File: src/rtl/uart_pkg.sv
// uart_pkg: definitions shared by the UART receive path.
//   - rx_state_t   : receiver FSM states (IDLE, START, RECV, DONE)
//   - frame pieces : start/stop bit counts, 7/8 data-bit widths
//   - K_W          : width of the clocks-per-bit divisor
//   - frame_shifts : number of samples after the start bit (data+parity+stop)
//   - parity_err   : parity check of a received character
package uart_pkg;

  localparam int K_W         = 20;
  localparam int START_BITS  = 1;
  localparam int STOP_BITS   = 1;
  localparam int DATA_BITS_7 = 7;
  localparam int DATA_BITS_8 = 8;
  localparam int SHIFT_W     = 10;

  typedef enum logic [1:0] {
    ST_IDLE  = 2'd0,
    ST_START = 2'd1,
    ST_RECV  = 2'd2,
    ST_DONE  = 2'd3
  } rx_state_t;

  // Samples taken after the start bit: data bits, optional parity, stop bit.
  function automatic logic [3:0] frame_shifts(input logic eight, input logic pen);
    return 4'(DATA_BITS_7) + {3'd0, eight} + {3'd0, pen} + 4'(STOP_BITS);
  endfunction

  // Bit 7 of a 7-bit character is zero, so it never disturbs the XOR.
  function automatic logic parity_err(input logic [7:0] d, input logic p,
                                      input logic pen, input logic ohel);
    return pen & ((^d ^ p) != ohel);
  endfunction

endpackage

File: src/rtl/uart_receive_if.sv
// uart_receive_if: processor-side bundle of the UART receiver.
//   eight/pen/ohel/k : frame format and baud divisor
//   read             : one-cycle "character consumed" strobe
//   data/rxrdy       : received character and availability flag
//   perr/ferr/ovf    : parity, framing and overrun status
// modport master = processor, modport slave = receiver.
interface uart_receive_if;
  import uart_pkg::*;

  logic           eight;
  logic           pen;
  logic           ohel;
  logic [K_W-1:0] k;
  logic           read;
  logic [7:0]     data;
  logic           rxrdy;
  logic           perr;
  logic           ferr;
  logic           ovf;

  modport master (
    output eight, pen, ohel, k, read,
    input  data, rxrdy, perr, ferr, ovf
  );

  modport slave (
    input  eight, pen, ohel, k, read,
    output data, rxrdy, perr, ferr, ovf
  );

endinterface

File: src/rtl/uart_rx_timer.sv
// uart_rx_timer: loadable down-counter timing half-bit and full-bit intervals.
//   clk, reset : clock, async active-high reset
//   load       : load load_val (takes priority over counting)
//   load_val   : interval length in clocks
//   expire     : high during the load_val-th cycle after the load edge
module uart_rx_timer
  import uart_pkg::*;
(
  input  logic           clk,
  input  logic           reset,
  input  logic           load,
  input  logic [K_W-1:0] load_val,
  output logic           expire
);

  logic [K_W-1:0] cnt_r;

  // Down-counter; parks at zero when no interval is running.
  always_ff @(posedge clk or posedge reset) begin
    if (reset) begin
      cnt_r <= {K_W{1'b0}};
    end else if (load) begin
      cnt_r <= load_val;
    end else if (cnt_r != {K_W{1'b0}}) begin
      cnt_r <= cnt_r - {{(K_W-1){1'b0}}, 1'b1};
    end else begin
      cnt_r <= cnt_r;
    end
  end

  // Firing on count 1 puts expiry exactly load_val cycles after the load.
  assign expire = (cnt_r == {{(K_W-1){1'b0}}, 1'b1});

endmodule

File: src/rtl/uart_receive.sv
// uart_receive: UART receiver with mid-bit sampling and rxrdy/read handshake.
//   clk   : system clock (rising edge)
//   reset : asynchronous active-high reset
//   rx    : serial line, idle high, asynchronous
//   bus   : uart_receive_if.slave (format/divisor in, character and flags out)
// Build option: UART_RX_OVERRUN_EN enables the sticky overrun flag ovf;
// without it ovf is 0 and a new character silently overwrites the old one.
// The character and flags are latched on the edge that takes the stop
// sample; the following DONE cycle only lets the line settle before IDLE.
module uart_receive
  import uart_pkg::*;
(
  input  logic          clk,
  input  logic          reset,
  input  logic          rx,
  uart_receive_if.slave bus
);

  rx_state_t            state_r, state_nx_s;
  logic                 rx_meta_r, rx_s;
  logic                 eight_r, pen_r, ohel_r;
  logic [K_W-1:0]       k_r;
  logic [3:0]           bit_cnt_r;
  logic [SHIFT_W-1:0]   shift_r, shift_nx_s;
  logic [8:0]           justified_s;
  logic [3:0]           m_s;
  logic                 wait_high_r, start_s, last_s, tmr_expire_s;
  logic                 tmr_load_s, capture_s, shift_s, bit_clr_s, done_s;
  logic [K_W-1:0]       tmr_val_s;
  logic [7:0]           data_s, data_r;
  logic                 par_bit_s, rxrdy_r, perr_r, ferr_r, ovf_r;

  // Two-flop synchronizer for the asynchronous line, idling high.
  always_ff @(posedge clk or posedge reset) begin
    if (reset) begin
      rx_meta_r <= 1'b1;
      rx_s      <= 1'b1;
    end else begin
      rx_meta_r <= rx;
      rx_s      <= rx_meta_r;
    end
  end

  uart_rx_timer u_timer (
    .clk      (clk),
    .reset    (reset),
    .load     (tmr_load_s),
    .load_val (tmr_val_s),
    .expire   (tmr_expire_s)
  );

  assign start_s    = ~wait_high_r & ~rx_s;
  assign m_s        = frame_shifts(eight_r, pen_r);
  assign last_s     = (bit_cnt_r == (m_s - 4'd1));
  assign shift_nx_s = {rx_s, shift_r[SHIFT_W-1:1]};
  // After m_s shifts the frame sits at the top; slide it down to bit 0.
  assign justified_s = 9'(shift_nx_s >> (4'd10 - m_s));
  assign data_s      = eight_r ? justified_s[7:0] : {1'b0, justified_s[6:0]};
  assign par_bit_s   = eight_r ? justified_s[8] : justified_s[7];

  // FSM state register.
  always_ff @(posedge clk or posedge reset) begin
    if (reset) begin
      state_r <= ST_IDLE;
    end else begin
      state_r <= state_nx_s;
    end
  end

  // FSM next-state logic.
  always_comb begin
    state_nx_s = state_r;
    case (state_r)
      ST_IDLE:  if (start_s) state_nx_s = ST_START; else state_nx_s = ST_IDLE;
      ST_START: if (tmr_expire_s) state_nx_s = rx_s ? ST_IDLE : ST_RECV;
                else state_nx_s = ST_START;
      ST_RECV:  if (tmr_expire_s && last_s) state_nx_s = ST_DONE;
                else state_nx_s = ST_RECV;
      ST_DONE:  state_nx_s = ST_IDLE;
      default:  state_nx_s = ST_IDLE;
    endcase
  end

  // FSM control strobes for timer, shifter, bit counter and output latch.
  always_comb begin
    tmr_load_s = 1'b0;
    tmr_val_s  = k_r;
    capture_s  = 1'b0;
    shift_s    = 1'b0;
    bit_clr_s  = 1'b0;
    done_s     = 1'b0;
    case (state_r)
      ST_IDLE: begin
        if (start_s) begin
          capture_s  = 1'b1;
          tmr_load_s = 1'b1;
          tmr_val_s  = bus.k >> 1;
        end else begin
          capture_s  = 1'b0;
        end
      end
      ST_START: begin
        if (tmr_expire_s && !rx_s) begin
          tmr_load_s = 1'b1;
          bit_clr_s  = 1'b1;
        end else begin
          tmr_load_s = 1'b0;
        end
      end
      ST_RECV: begin
        if (tmr_expire_s) begin
          shift_s    = 1'b1;
          done_s     = last_s;
          tmr_load_s = ~last_s;
        end else begin
          shift_s    = 1'b0;
        end
      end
      ST_DONE: done_s = 1'b0;
      default: done_s = 1'b0;
    endcase
  end

  // Frame format held from start detection to the end of the frame.
  always_ff @(posedge clk or posedge reset) begin
    if (reset) begin
      eight_r <= 1'b0;
      pen_r   <= 1'b0;
      ohel_r  <= 1'b0;
      k_r     <= {K_W{1'b0}};
    end else if (capture_s) begin
      eight_r <= bus.eight;
      pen_r   <= bus.pen;
      ohel_r  <= bus.ohel;
      k_r     <= bus.k;
    end else begin
      k_r     <= k_r;
    end
  end

  // Bit counter and shift register for data/parity/stop samples.
  always_ff @(posedge clk or posedge reset) begin
    if (reset) begin
      bit_cnt_r <= 4'd0;
      shift_r   <= {SHIFT_W{1'b0}};
    end else if (bit_clr_s) begin
      bit_cnt_r <= 4'd0;
      shift_r   <= {SHIFT_W{1'b0}};
    end else if (shift_s) begin
      bit_cnt_r <= bit_cnt_r + 4'd1;
      shift_r   <= shift_nx_s;
    end else begin
      shift_r   <= shift_r;
    end
  end

  // After a bad stop bit the line must go high before a start can count.
  always_ff @(posedge clk or posedge reset) begin
    if (reset) begin
      wait_high_r <= 1'b0;
    end else if (done_s && !rx_s) begin
      wait_high_r <= 1'b1;
    end else if (rx_s) begin
      wait_high_r <= 1'b0;
    end else begin
      wait_high_r <= wait_high_r;
    end
  end

  // Character/flag latch; a completing frame beats a same-cycle read.
  always_ff @(posedge clk or posedge reset) begin
    if (reset) begin
      data_r  <= 8'd0;
      rxrdy_r <= 1'b0;
      perr_r  <= 1'b0;
      ferr_r  <= 1'b0;
      ovf_r   <= 1'b0;
    end else if (done_s) begin
      data_r  <= data_s;
      rxrdy_r <= 1'b1;
      perr_r  <= parity_err(data_s, par_bit_s, pen_r, ohel_r);
      ferr_r  <= ~rx_s;
`ifdef UART_RX_OVERRUN_EN
      ovf_r   <= bus.read ? 1'b0 : (ovf_r | rxrdy_r);
`else
      ovf_r   <= 1'b0;
`endif
    end else if (bus.read) begin
      rxrdy_r <= 1'b0;
      perr_r  <= 1'b0;
      ferr_r  <= 1'b0;
      ovf_r   <= 1'b0;
    end else begin
      rxrdy_r <= rxrdy_r;
    end
  end

  assign bus.data  = data_r;
  assign bus.rxrdy = rxrdy_r;
  assign bus.perr  = perr_r;
  assign bus.ferr  = ferr_r;
  assign bus.ovf   = ovf_r;

endmodule

File: src/flat_wrapper.sv
// flat-port wrapper written by rule: the top's interface ports become plain ports
module uart_receive_flat import uart_pkg::*;
  (clk, reset, rx, bus_eight, bus_pen, bus_ohel, bus_k, bus_read, bus_data, bus_rxrdy, bus_perr, bus_ferr, bus_ovf);
  uart_receive_if bus_i ();
  input  logic clk;
  input  logic reset;
  input  logic rx;
  input wire logic [$bits(bus_i.eight)-1:0] bus_eight;
  input wire logic [$bits(bus_i.pen)-1:0] bus_pen;
  input wire logic [$bits(bus_i.ohel)-1:0] bus_ohel;
  input wire logic [$bits(bus_i.k)-1:0] bus_k;
  input wire logic [$bits(bus_i.read)-1:0] bus_read;
  output wire logic [$bits(bus_i.data)-1:0] bus_data;
  output wire logic [$bits(bus_i.rxrdy)-1:0] bus_rxrdy;
  output wire logic [$bits(bus_i.perr)-1:0] bus_perr;
  output wire logic [$bits(bus_i.ferr)-1:0] bus_ferr;
  output wire logic [$bits(bus_i.ovf)-1:0] bus_ovf;
  assign bus_i.eight = bus_eight;
  assign bus_i.pen = bus_pen;
  assign bus_i.ohel = bus_ohel;
  assign bus_i.k = bus_k;
  assign bus_i.read = bus_read;
  assign bus_data = bus_i.data;
  assign bus_rxrdy = bus_i.rxrdy;
  assign bus_perr = bus_i.perr;
  assign bus_ferr = bus_i.ferr;
  assign bus_ovf = bus_i.ovf;
  uart_receive u_core (.clk(clk), .reset(reset), .rx(rx), .bus(bus_i));
endmodule
File: config.mk
export PLATFORM = sky130hd
export DESIGN_NAME = uart_receive_flat
export DESIGN_NICKNAME = d
export VERILOG_FILES = /design/src/rtl/uart_pkg.sv /design/src/rtl/uart_receive_if.sv /design/src/rtl/uart_rx_timer.sv /design/src/rtl/uart_receive.sv /design/src/flat_wrapper.sv
export SDC_FILE = /design/constraint.sdc
export NUM_CORES = 1
export LEC_CHECK = 0
export ABC_AREA = 1
export CAP_MARGIN = 20
export CELL_PAD_IN_SITES_DETAIL_PLACEMENT = 1
export CELL_PAD_IN_SITES_GLOBAL_PLACEMENT = 2
export CORE_MARGIN = 4
export CORE_UTILIZATION = 35
export DETAILED_ROUTE_END_ITERATION = 6
export PLACE_DENSITY = 0.82
export SYNTH_ARGS = -nofsm -noshare
export SYNTH_HDL_FRONTEND = slang
export SYNTH_SLANG_ARGS = --single-unit
export TNS_END_PERCENT = 1
File: constraint.sdc
create_clock -name clk -period 4.3 [get_ports clk]
set_clock_uncertainty 0.05 [all_clocks]
set_input_delay 0.86 -clock clk [delete_from_list [all_inputs] [get_ports clk]]
set_output_delay 0.86 -clock clk [all_outputs]
set_load 0.01 [all_outputs]
==> results_dict.tcl <==
set metrics [dict create \
    finalHoldViolCount 0 \
    final_nets 636 \
    ys_async_sr_fraction_pct 100 \
    clk_latency_ps 340 \
    ys_warn_count 0 \
    cp_cell_sequence "inv_1 -> ha_1 -> nand2_1 -> inv_1 -> nor2_1 -> nand2_1 -> nand2_1 -> inv_1 -> nand2_1 -> nand2_1 -> nand2_1 -> nand2_1 -> inv_1 -> nand3_1 -> nand3_1 -> nand2_1" \
    irDropWorstVdd_v 0.000233 \
    gr-total-overflow 0 \
    arrival_ps 2830 \
    ys_seq_area_share_pct 44.2 \
    core-area_mm2 0.0114 \
    setup_tns_ps 0 \
    numCtsBuffers 9 \
    path_buf_inv 4 \
    dp.cells 734 \
    place_congestion 0.864 \
    grt_usage_pct 18.7 \
    cp_top_family "simple AND/OR/NAND/NOR gates" \
    cpMostUsedCell "nand2_1" \
    cts.sinks 72 \
    worst_setup_path_start_kind "flip-flop" \
    rows 39 \
    routedWlPerCell_um 15.5 \
    max-slew-margin-rel_pct 38.2 \
    drv_slew 0 \
    yosys.area.top_type_share_pct 42.9 \
    worstPathRequired_ps 4480 \
    rsz0062_at_grt "false" \
    dieArea_mm2 0.0135 \
    worstSetupPathType "flip-flop to flip-flop" \
    portBuffers 37 \
    grt_max_degree 59 \
    synth_edf_count 0 \
    cts_hold_buffers 0 \
    setup_violations 0 \
    cts_buffer_depth 2 \
    synth_top_area_cell "dfrtp_1" \
    syn_to_final_growth_pct 20.4 \
    pwr_density_cell_mw_per_mm2 417 \
    ys_ff_latch 72 \
    fp.dieH_um 116 \
    syn_avg_cell_area_um2 7.20 \
    ios 39 \
    worstPathMaxFanout 12 \
    holdCritStartpoint "u_core.rx_meta_r$_DFF_PP1_" \
    outcome "complete, no violations" \
    start_util_pct 35.8 \
    postCtsSetupBuffers 0 \
    hold_path_class "flip-flop to flip-flop" \
    ys_top_cells_by_count "181 x nand2_1, 70 x dfrtp_1, 70 x o21ai_0" \
    clock-root-buffer "clkbuf_16" \
    die-width_um 116 \
    ff2ff_setup_slack_ps 1650 \
    h-tree-depth 3 \
    max_cap_violations 0 \
    dr.pass1.iters 4 \
    grt_pass1_wl_um 19400 \
    cts_tree "yes" \
    cts.clk_slew.worst_paths_ps 60 \
    syn_nets 601 \
    post_synth_main_area_contributors "dfrtp_1 43%, nand2_1 17%, o21ai_0 8.6%" \
    crit_start "u_core.eight_r$_DFFE_PP0P_" \
    slowest_stage "ha_1" \
    fmax_mhz 377 \
    fin_crit_sh_pct 61.6 \
    antenna_found_initial 0 \
    routed_via_density 4.93 \
    r2r_start "u_core.eight_r$_DFFE_PP0P_" \
    vias 3689 \
    postCtsResizedCells 0 \
    tightest_slew_ps 926 \
    end_kind "flip-flop" \
    drc 0 \
    fin_util_pct 43.0 \
    p_leak_uw 0.00248 \
    drt_iter0_markers 186 \
    synthDistinctLibCells 37 \
    yosys_most_used_dff "dfrtp_1" \
    synth_cells 567 \
    fin_cells 749 \
    drive_above_1_share_pct 6.93 \
    wl_um 11600 \
    dp_hpwl_um 8710 \
    min_period_ps 2650 \
    diodes 0 \
    first_global_vias 3845 \
    yosysMostFrequentCell "nand2_1" \
    postRouteAntennaNets 0 \
    netlist_area_mm2 0.00408 \
    max_stage_delay_ps 460 \
]
layout make-up:
class / instances / area, um2
Clock buffer: 9 / 225
Clock inverter: 6 / 133
Fill cell: 1441 / 6500
Inverter: 59 / 223
Multi-Input combinational cell: 420 / 1960
Sequential cell: 72 / 1800
Tap cell: 143 / 179
Timing Repair Buffer: 40 / 393
cell usage in the layout (no fill, tap or decap), drive strengths merged, types with 2 or more instances in the layout:
cell	n
dfrtp	70
nand4	5
clkinv	4
dfstp	2
clkdlybuf4s50	37
ha	7
inv	56
or2	3
buf	3
clkbuf	9
nor2	69
o21ai	74
xor2	8
a21oi	17
nand3	37
nand2	187
nor3	5
bufinv	4
flip-flops by register name, summed over array words and instances, names as in the netlist, named ones only:
| register | count |
|---|---|
| u_core.k_r | 20 |
| u_core.u_timer.cnt_r | 20 |
| u_core.shift_r | 9 |
| u_core.bus.data | 8 |
| u_core.bit_cnt_r | 4 |
| u_core.bus.ferr | 1 |
| u_core.bus.perr | 1 |
| u_core.bus.rxrdy | 1 |
| u_core.eight_r | 1 |
| u_core.ohel_r | 1 |
| u_core.pen_r | 1 |
| u_core.rx_meta_r | 1 |
| u_core.rx_s | 1 |
| u_core.state_r | 1 |
| u_core.wait_high_r | 1 |
layer usage:
layer	wire length, um	part of all wire, %	GRT usage, %	vias to the layer above
li1	-	-	-	1869
met1	5870	51	26.9	1760
met5	0	0	0	-
met2	5140	44	28.3	47
met3	399	3.4	3.92	13
met4	166	1.4	5.65	0
power breakdown:
group	switching [uW]	total (uW)	internal, uW	leakage, uW
sequential	58.9	802	743	0.000898
clock	293	913	621	0.000171
combinational	205	335	130	0.00141
through the flow:
stage	worst slack (ps)	power (uW)	instance area, um2	hold slack, ps
floorplan	1570	1040	4080	295
global placement	1710	1130	4560	299
detailed placement	1640	1150	4560	297
CTS	1610	2080	4910	309
global route	1370	2160	4910	311
finish	1650	2050	4910	307
path summary, 6_finish.rpt:
| path | endpoint | cells past startpoint |
|---|---|---|
| hold reg to reg | u_core.rx_s$_DFF_PP1_ | 0 |
| min in group asynchronous | u_core.bit_cnt_r[3]$_DFFE_PP0P_ | 2 |
| max in group asynchronous | u_core.k_r[18]$_DFFE_PP0P_ | 3 |
| hold / removal | u_core.rx_s$_DFF_PP1_ | 0 |
| setup / recovery | u_core.bus.perr$_DFFE_PP0P_ | 16 |
| setup reg to reg | u_core.bus.perr$_DFFE_PP0P_ | 16 |
cell families (layout without fill, tap and decap cells):
kind of cell             count (synthesis)  count (layout)  share of synthesized area (%)
buffers and inverters                   75             114                           7.85
AND/OR/NAND/NOR                        308             308                           31.9
adder cells (fa/ha/maj)                  7               7                           2.15
AO/OA/AOI/OAI                           95              95                           11.9
flip-flops                              72              72                           44.2
other                                    1               1                         0.0919
XOR/XNOR                                 9               9                           1.93
No activity file was read; power rests on OpenSTA's default activity.
==> RTL change, RTL diff (config.mk and constraints unchanged) <==
Build with the macro `UART_RX_OVERRUN_EN` defined.
--- a/src/rtl/uart_receive.sv
+++ b/src/rtl/uart_receive.sv
@@ -8,4 +8,6 @@
 // The character and flags are latched on the edge that takes the stop
 // sample; the following DONE cycle only lets the line settle before IDLE.
+`define UART_RX_OVERRUN_EN
+
 module uart_receive
   import uart_pkg::*;
Behaviour: no difference found for any inputs over 10 cycles, from zero or initial values and one cycle with reset high; that may be too few to reach the edited logic, so the function may still have changed.
==> RTL change against the unedited design <==
- clock power shrank 19%
- worst hold slack lost 0.0011 ns
- global-route usage shrank 0.23 points
- via count shrank 1.0%
- cell area shrank 0.81%
- total power shrank 7.0%
- count of clock-buffer cells in the layout grew 5
- largest cell class unchanged
- critical path depth shrank 7
- area after synthesis grew 0.21%
- sequential cell count grew 1
- highest routed layer unchanged
- wire length shrank 2.3%
- fmax shrank 4.6%
- setup slack lost 0.13 ns
==> RTL change: results (changes against the unedited design) <==
| Metric | Value |
|---|---|
| Routability cong. | 0.809 (-6.4%) |
| Flops & latches, synth | 73 (+1.4%) |
| Dpl ws | 1.50 ns (-0.131 ns) |
| Clock buffer cells | 14 (+5) |
| GRT met2 Usage | 0.341 (+0.0583) |
| Synth Area in XOR/XNOR | 0.0300 (+0.0107) |
| Syn Area/Cell | 7.40 sq um (+2.8%) |
| VDD IR max | 0.165 mV (-29%) |
| Nets | 623 (-2.0%) |
| Commonest cells in the netlist | 197 x nand2_1, 71 x dfrtp_1, 62 x o21ai_0 |
| Vias in the first global route | 3908 (+1.6%) |
| Met2 wire length | 6.13 mm (+19%) |
| Most area-consuming cells after synthesis | dfrtp_1 43%, nand2_1 18%, o21ai_0 7.6% |
| Placed insts | 721 (-1.8%) |
| Max incr delay on CP | 0.67 ns (+0.21 ns) |
| Fin Hold WS | 0.306 ns (-0.00109 ns) |
| Total GRT Usage | 0.185 (-0.00229) |
| Routed vias | 3651 (-1.0%) |
| Port Buffer Count | 38 (+2.7%) |
| Placed cell areas | 4580 sq um (+0.52%) |
| DRT iter0 DRCs | 112 (-40%) |
| Status | finished, final reports clean |
| ClkCell Share | 0.0603 (-0.0125) |
| Detail Placement HPWL | 8.57 mm (-1.7%) |
| Fillers | 1464 (+1.6%) |
| Met1 wire length | 4.65 mm (-21%) |
| Largest net degree at the start of global routing | 74 (+25%) |
| Met3 global-route usage | 0.0316 (-0.00756) |
| Yosys cell types | 32 (-14%) |
| Register Area | 1830 sq um (+1.4%) |
| Routed wire per std cell | 15.4 um (-0.69%) |
| Sequential area share after synthesis | 0.447 (+0.00517) |
| Reg2reg end | u_core.u_timer.cnt_r[1] |
| Routed wl met3 | 292 um (-27%) |
| R2R depth | 9 (-7) |
| Net Sw Power | 0.559 mW (+0.53%) |
| Multi-input gates | 410 (-2.4%) |
| Signal inverters | 55 (-6.8%) |
RTL change: changes by cell type after synthesis, moves of 3 or more:
cell | before | now
a21oi_1 | 17 | 10
a21oi_2 | 0 | 10
nand2_1 | 181 | 197
nand3_1 | 36 | 53
nand4_1 | 5 | 2
nor2_1 | 63 | 33
o21ai_0 | 70 | 62
o21ai_1 | 3 | 0
or2_2 | 3 | 0
xnor2_1 | 1 | 4
RTL change: worst max-delay path by stage:
stage	cells past startpoint	endpoint	start	slack, ns
global route	9	u_core.u_timer.cnt_r[1]	u_core.eight_r	1.20
global placement	9	u_core.u_timer.cnt_r[1]	u_core.eight_r	1.58
detailed placement	9	u_core.u_timer.cnt_r[1]	u_core.eight_r	1.50
floorplan	1	async pin	reset	1.54
finish	9	u_core.u_timer.cnt_r[1]	u_core.eight_r	1.52
CTS	9	u_core.u_timer.cnt_r[1]	u_core.eight_r	1.47
